`config.mk`:
```
export PLATFORM = sky130hd
export DESIGN_NAME = operand_buffer
export DESIGN_NICKNAME = d
export VERILOG_FILES = /design/src/rtl/opbuf_pkg.sv /design/src/rtl/operand_bank.sv /design/src/rtl/operand_buffer.sv
export SDC_FILE = /design/constraint.sdc
export NUM_CORES = 1
export LEC_CHECK = 0
export BUFFER_PORTS_ARGS = -buffer_cell sky130_fd_sc_hd__buf_2
export CAP_MARGIN = 40
export CORE_UTILIZATION = 40
export DETAILED_ROUTE_END_ITERATION = 10
export SLEW_MARGIN = 20
export SYNTH_ARGS = -nofsm -noshare
export SYNTH_HDL_FRONTEND = slang
export SYNTH_HIERARCHICAL = 1
export SYNTH_SLANG_ARGS = --single-unit
```
`constraint.sdc`:
```
create_clock -name clk -period 3.12 [get_ports clk]
set_input_delay 0.312 -clock clk [delete_from_list [all_inputs] [get_ports clk]]
set_output_delay 0.312 -clock clk [all_outputs]
set_load 0.01 [all_outputs]
```
`src/rtl/opbuf_pkg.sv`:
```
// Shared constants, sequencer state type and lane-packing helper for the operand buffer.
// Lane c of any N*DW output bus occupies bits [DW*c +: DW].
package opbuf_pkg;

  localparam int N      = 2;
  localparam int DW     = 8;
  localparam int AW     = 4;
  localparam int DEPTH  = N * N;
  localparam int CNT_W  = $clog2(2 * N);
  localparam int LANE_W = N * DW;

  typedef enum logic [1:0] {
    IDLE   = 2'd0,
    LOAD_W = 2'd1,
    STREAM = 2'd2,
    DONE   = 2'd3
  } state_t;

  function automatic int lane_lsb(input int lane);
    return lane * DW;
  endfunction

endpackage

```
`src/rtl/operand_bank.sv`:
```
// DEPTH x DW register file: async clear, one write port, every entry readable in parallel.
// Addresses outside 0..DEPTH-1 match no entry, so those writes are silently lost.
module operand_bank
  import opbuf_pkg::*;
(
  input  logic                  clk,
  input  logic                  rst_n,
  input  logic                  i_we,
  input  logic [AW-1:0]         i_addr,
  input  logic [DW-1:0]         i_data,
  output logic [DEPTH*DW-1:0]   o_mem
);

  logic [DW-1:0] r_mem [DEPTH];

  always_ff @(posedge clk or negedge rst_n) begin
    if (!rst_n) begin
      for (int e = 0; e < DEPTH; e++) r_mem[e] <= '0;
    end else if (i_we) begin
      for (int e = 0; e < DEPTH; e++) begin
        if (i_addr == AW'(e)) r_mem[e] <= i_data;
      end
    end
  end

  always_comb begin
    o_mem = '0;
    for (int e = 0; e < DEPTH; e++) o_mem[e*DW +: DW] = r_mem[e];
  end

endmodule

```
`src/rtl/operand_buffer.sv`:
```
// Captures weight/input bytes, then plays a weight preload followed by a row-skewed input stream.
// Optional sticky drop flag on err is built only when OPBUF_ERR_FLAG_EN is defined.
module operand_buffer
  import opbuf_pkg::*;
(
  input  logic              clk,
  input  logic              reset,
  input  logic              fetch_w,
  input  logic              fetch_inp,
  input  logic              start,
  input  logic [AW-1:0]     dma_address,
  input  logic [DW-1:0]     data_in,
  output logic [LANE_W-1:0] w_out,
  output logic              load_weight,
  output logic [LANE_W-1:0] a_out,
  output logic [N-1:0]      a_valid,
  output logic              busy,
  output logic              done,
  output logic              err,
  output state_t            o_dbg_state
);

  // Output qualifiers: load_weight and a_valid[r] are plain valids with no ready;
  // the array must take w_out / a_out lane r in every cycle the matching valid is high.

  state_t              r_state;
  logic [CNT_W-1:0]    r_cnt;
  logic                r_start_q;
  logic [LANE_W-1:0]   r_w_out;
  logic                r_load_weight;
  logic [LANE_W-1:0]   r_a_out;
  logic [N-1:0]        r_a_valid;
  logic                r_busy;
  logic                r_done;

  logic                w_idle;
  logic                w_trigger;
  logic                w_w_we;
  logic                w_x_we;
  logic [DEPTH*DW-1:0] w_w_mem;
  logic [DEPTH*DW-1:0] w_x_mem;
  logic [DEPTH*DW-1:0] w_w_fwd;
  state_t              w_nxt_state;
  logic [CNT_W-1:0]    w_nxt_cnt;
  logic [LANE_W-1:0]   w_w_row;
  logic [LANE_W-1:0]   w_a_row;
  logic [N-1:0]        w_a_vld;

  assign w_idle    = (r_state == IDLE);
  assign w_trigger = start & ~r_start_q & w_idle;
  assign w_w_we    = fetch_w & w_idle;
  assign w_x_we    = fetch_inp & ~fetch_w & w_idle;

  operand_bank u_w_bank (
    .clk    (clk),
    .rst_n  (reset),
    .i_we   (w_w_we),
    .i_addr (dma_address),
    .i_data (data_in),
    .o_mem  (w_w_mem)
  );

  operand_bank u_x_bank (
    .clk    (clk),
    .rst_n  (reset),
    .i_we   (w_x_we),
    .i_addr (dma_address),
    .i_data (data_in),
    .o_mem  (w_x_mem)
  );

  // Row 0 is registered on the trigger edge, so a weight write in that same cycle is forwarded.
  always_comb begin
    w_w_fwd = w_w_mem;
    for (int e = 0; e < DEPTH; e++) begin
      if (w_w_we && (dma_address == AW'(e))) w_w_fwd[e*DW +: DW] = data_in;
    end
  end

  always_comb begin
    w_nxt_state = r_state;
    w_nxt_cnt   = r_cnt + 1'b1;
    case (r_state)
      IDLE:    if (w_trigger) w_nxt_state = LOAD_W;
      LOAD_W:  if (r_cnt == CNT_W'(N - 1)) w_nxt_state = STREAM;
      STREAM:  if (r_cnt == CNT_W'(2 * N - 2)) w_nxt_state = DONE;
      DONE:    w_nxt_state = IDLE;
      default: w_nxt_state = IDLE;
    endcase
    if ((w_nxt_state != r_state) || (r_state == IDLE)) w_nxt_cnt = '0;
  end

  always_comb begin
    w_w_row = '0;
    if (w_nxt_state == LOAD_W) begin
      for (int k = 0; k < N; k++) begin
        for (int c = 0; c < N; c++) begin
          if (w_nxt_cnt == CNT_W'(k)) w_w_row[lane_lsb(c) +: DW] = w_w_fwd[(k*N + c)*DW +: DW];
        end
      end
    end
  end

  // Lane r carries input row i at stream step t = i + r.
  always_comb begin
    w_a_row = '0;
    w_a_vld = '0;
    if (w_nxt_state == STREAM) begin
      for (int r = 0; r < N; r++) begin
        for (int i = 0; i < N; i++) begin
          if (w_nxt_cnt == CNT_W'(i + r)) begin
            w_a_row[lane_lsb(r) +: DW] = w_x_mem[(i*N + r)*DW +: DW];
            w_a_vld[r]                 = 1'b1;
          end
        end
      end
    end
  end

  always_ff @(posedge clk or negedge reset) begin
    if (!reset) begin
      r_state       <= IDLE;
      r_cnt         <= '0;
      r_start_q     <= 1'b0;
      r_w_out       <= '0;
      r_load_weight <= 1'b0;
      r_a_out       <= '0;
      r_a_valid     <= '0;
      r_busy        <= 1'b0;
      r_done        <= 1'b0;
    end else begin
      r_start_q     <= start;
      r_state       <= w_nxt_state;
      r_cnt         <= w_nxt_cnt;
      r_w_out       <= w_w_row;
      r_load_weight <= (w_nxt_state == LOAD_W);
      r_a_out       <= w_a_row;
      r_a_valid     <= w_a_vld;
      r_busy        <= (w_nxt_state != IDLE);
      r_done        <= (w_nxt_state == DONE);
    end
  end

  assign w_out       = r_w_out;
  assign load_weight = r_load_weight;
  assign a_out       = r_a_out;
  assign a_valid     = r_a_valid;
  assign busy        = r_busy;
  assign done        = r_done;
  assign o_dbg_state = r_state;

`ifdef OPBUF_ERR_FLAG_EN
  logic r_err;
  logic w_drop;

  assign w_drop = (fetch_w | fetch_inp) & (~w_idle | (dma_address >= AW'(DEPTH)));

  // A drop on the trigger edge itself keeps the flag set.
  always_ff @(posedge clk or negedge reset) begin
    if (!reset)         r_err <= 1'b0;
    else if (w_drop)    r_err <= 1'b1;
    else if (w_trigger) r_err <= 1'b0;
  end

  assign err = r_err;
`else
  assign err = 1'b0;
`endif

endmodule

```
==> impl_metrics.json <==
{
  "hold_viol_final": 0,
  "fp.dieH_um": 110,
  "fin_nets": 448,
  "clkSinkCount": 106,
  "via_count": 3098,
  "routed_wl_um": 10200,
  "syn_nets": 397,
  "hp-start": "start",
  "drv_cap": 0,
  "die-area_mm2": 0.0121,
  "critPathLaunchType": "register",
  "layout_common_cells": "106 x dfrtp_1, 64 x mux2_2, 54 x buf_2, 32 x nand3_1, 25 x nor2_1",
  "synth_mux_area_share_pct": 18.0,
  "cts.htree.levels": 3,
  "hp-class": "in -> reg",
  "layout_commonest_cell": "dfrtp_1",
  "die_w_um": 110,
  "io_buffers": 55,
  "synth.distinct_cells": 35,
  "placed_cell_area_mm2": 0.00506,
  "worstSkewPairLatency_ps": 340,
  "max-slew-margin-rel_pct": 42.1,
  "track_usage_pct": 18.6,
  "synth_compound_area_share_pct": 6.18,
  "timing.fmax_mhz": 392,
  "synth_xor_area_share_pct": 0,
  "async_flop_share_pct": 100,
  "grt_pass1_vias": 3144,
  "cts_made_buffers": 9,
  "initial_core_util_pct": 41.0,
  "synth_top_family_by_area": "multiplexers",
  "synthCells": 375,
  "drt_first_iter_violations": 180,
  "tightest_slew_ps": 861,
  "clock_skew_ps": 4.89,
  "synth-main-ff-cell": "dfrtp_1",
  "cpPeakStageDelay_ps": 410,
  "synth_top_cell_by_area": "dfrtp_1",
  "cp_cell_sequence": "ha_1 -> nor2b_1 -> a21oi_1 -> or2_2 -> ha_1 -> nor2b_2 -> buf_4 -> nand3_1 -> a31oi_1",
  "clk_pin_slew_ps": 70,
  "stdcell_area_mm2": 0.00538,
  "rsz0062_at_grt": "false",
  "cts_max_path_buffers": 2,
  "syn_avg_cell_area_um2": 12.4,
  "ctsResizeCount": 0,
  "synth-simple-area-share_pct": 13.9,
  "gp_congestion": 0.786,
  "endpoint_kind": "register",
  "cpMaxStageDelayCell": "dfrtp_1",
  "timing.final.crit_share_pct": 81.7,
  "synthAdderAreaFrac_pct": 1.34,
  "layout-drive-gt1-share_pct": 39.0,
  "fin_hold_ws_ps": 87.6,
  "p_per_area_mw_per_mm2": 887,
  "fillerInstances": 1047,
  "num_rows": 39,
  "cts_setup_buffers": 0,
  "n_antenna_cell": 0,
  "ys_seq_area_share_pct": 56.9,
  "power_leakage_nw": 2.56,
  "syn_to_final_growth_pct": 15.4,
  "core_area_mm2": 0.0114,
  "drc": 0,
  "required_ps": 3380,
  "grt_max_degree": 60,
  "grt_pass1_wl_um": 16600,
  "via_per_inst": 5.40,
  "status": "complete, no violations",
  "crit_type": "reg -> reg",
  "cp-startpoint": "r_cnt[0]$_DFF_PN0_",
  "r2r_start": "r_cnt[0]$_DFF_PN0_",
  "synth_top_area_share_pct": 56.9,
  "mappedNetlistArea_mm2": 0.00466,
  "synth-edff-count": 0,
  "hold_buffers": 1,
  "critPathMaxFanout": 24,
  "fin_crit_ps": 2550,
  "vdd_ir_drop_max_mv": 0.457,
  "setup_viol": 0,
  "drt.antenna.violating_nets": 0,
  "crit_top_cell": "ha_1",
  "numPlacedInstances": 557,
  "slew_viol_final": 0,
  "drt_pre_antenna_iters": 4,
  "synth.area.top_cells": "dfrtp_1 57%, mux2_2 15%, nand3_1 3.4%",
  "layout.cells.non_filler": 574,
  "grt_antenna_before_repair": 1,
  "fin_setup_tns_ps": 0,
  "finalPower_w": 0.00477,
  "cts_root_buf": "clkbuf_16",
  "ioPinCount": 57,
  "ys_seq_elements": 106,
  "hpwl_um": 6770,
  "routedWlPerCell_um": 17.7,
  "globalRoute.totalOverflow": 0,
  "cp.arrival_ps": 2810,
  "yosys_warnings": 6,
  "cts_tree": "built"
}
[report_power, final]
group	internal, W	switching [W]	leakage (nW)
registers	0.00181	0.000211	1.41
logic	0.000684	0.000918	1.01
clock network	0.000644	0.000502	0.141
[synthesized netlist by cell type, types with 8 or more instances]
cell type,instances
nand3_1,32
inv_1,8
mux2_2,64
clkbuf_1,15
mux2_4,8
nor2_1,25
a22oi_1,15
a31oi_1,24
dfrtp_1,106
nor3_1,8
nand2_1,20
[per-stage QoR]
step / utilization [%] / worst slack [ps]
after floorplan: - / 731
after CTS: 47.3 / 561
after detailed placement: 44.5 / 591
after global placement: 44.4 / 441
after global routing: 47.3 / 341
final: 47.3 / 570
[cell families (layout without fill, tap and decap cells)]
kind of cell | count (synthesis) | after routing
simple gates | 115 | 115
flops | 106 | 106
mux | 72 | 72
compound gates | 44 | 44
buf+inv | 32 | 88
fa+ha+maj | 5 | 5
other cells | 1 | 1
[critical path, delay by kind of cell (launching register included)]
family	cells	cell delay, ps
AO/OA/AOI/OAI	2	330
adder cells (fa/ha/maj)	2	600
flip-flops	1	410
buffers and inverters	1	280
AND/OR/NAND/NOR	4	840
[layout make-up]
class	count	area, um^2	share of cell area [%]
Sequential cell	106	2650	49.3
Clock buffer	10	239	4.45
Inverter	8	30.0	0.559
Clock inverter	6	66.3	1.23
Tap cell	143	179	3.33
Multi-Input combinational cell	237	1840	34.3
Timing Repair Buffer	64	364	6.77
[layer usage]
metal / global-route usage [%] / up-vias / part of all wire [%]
met1: 23.3 / 1586 / 45
met5: 0 / - / 0.13
met2: 32.2 / 64 / 51
met3: 4.03 / 8 / 3.6
met4: 5.05 / 2 / 0.83
li1: - / 1438 / -
[state kept, by name (all words and copies together) (netlist names)]
register        count
a_valid             2
done                1
busy                1
u_w_bank/o_mem     32
load_weight         1
o_dbg_state         2
a_out              16
r_cnt               2
w_out              16
r_start_q           1
u_x_bank/o_mem     32
[final timing paths]
path,to,slack (ps),depth (start not counted)
max in group asynchronous,u_w_bank/o_mem[22]$_DFFE_PN0P_,1880,3
min in group asynchronous,a_out[8]$_DFF_PN0_,520,2
hold / removal,r_start_q$_DFF_PN0_,90,1
setup reg to reg,w_out[4]$_DFF_PN0_,570,9
hold reg to reg,u_w_bank/o_mem[16]$_DFFE_PN0P_,510,1
setup / recovery,w_out[4]$_DFF_PN0_,570,9
Note: power is estimated with default switching activity, not from simulation.
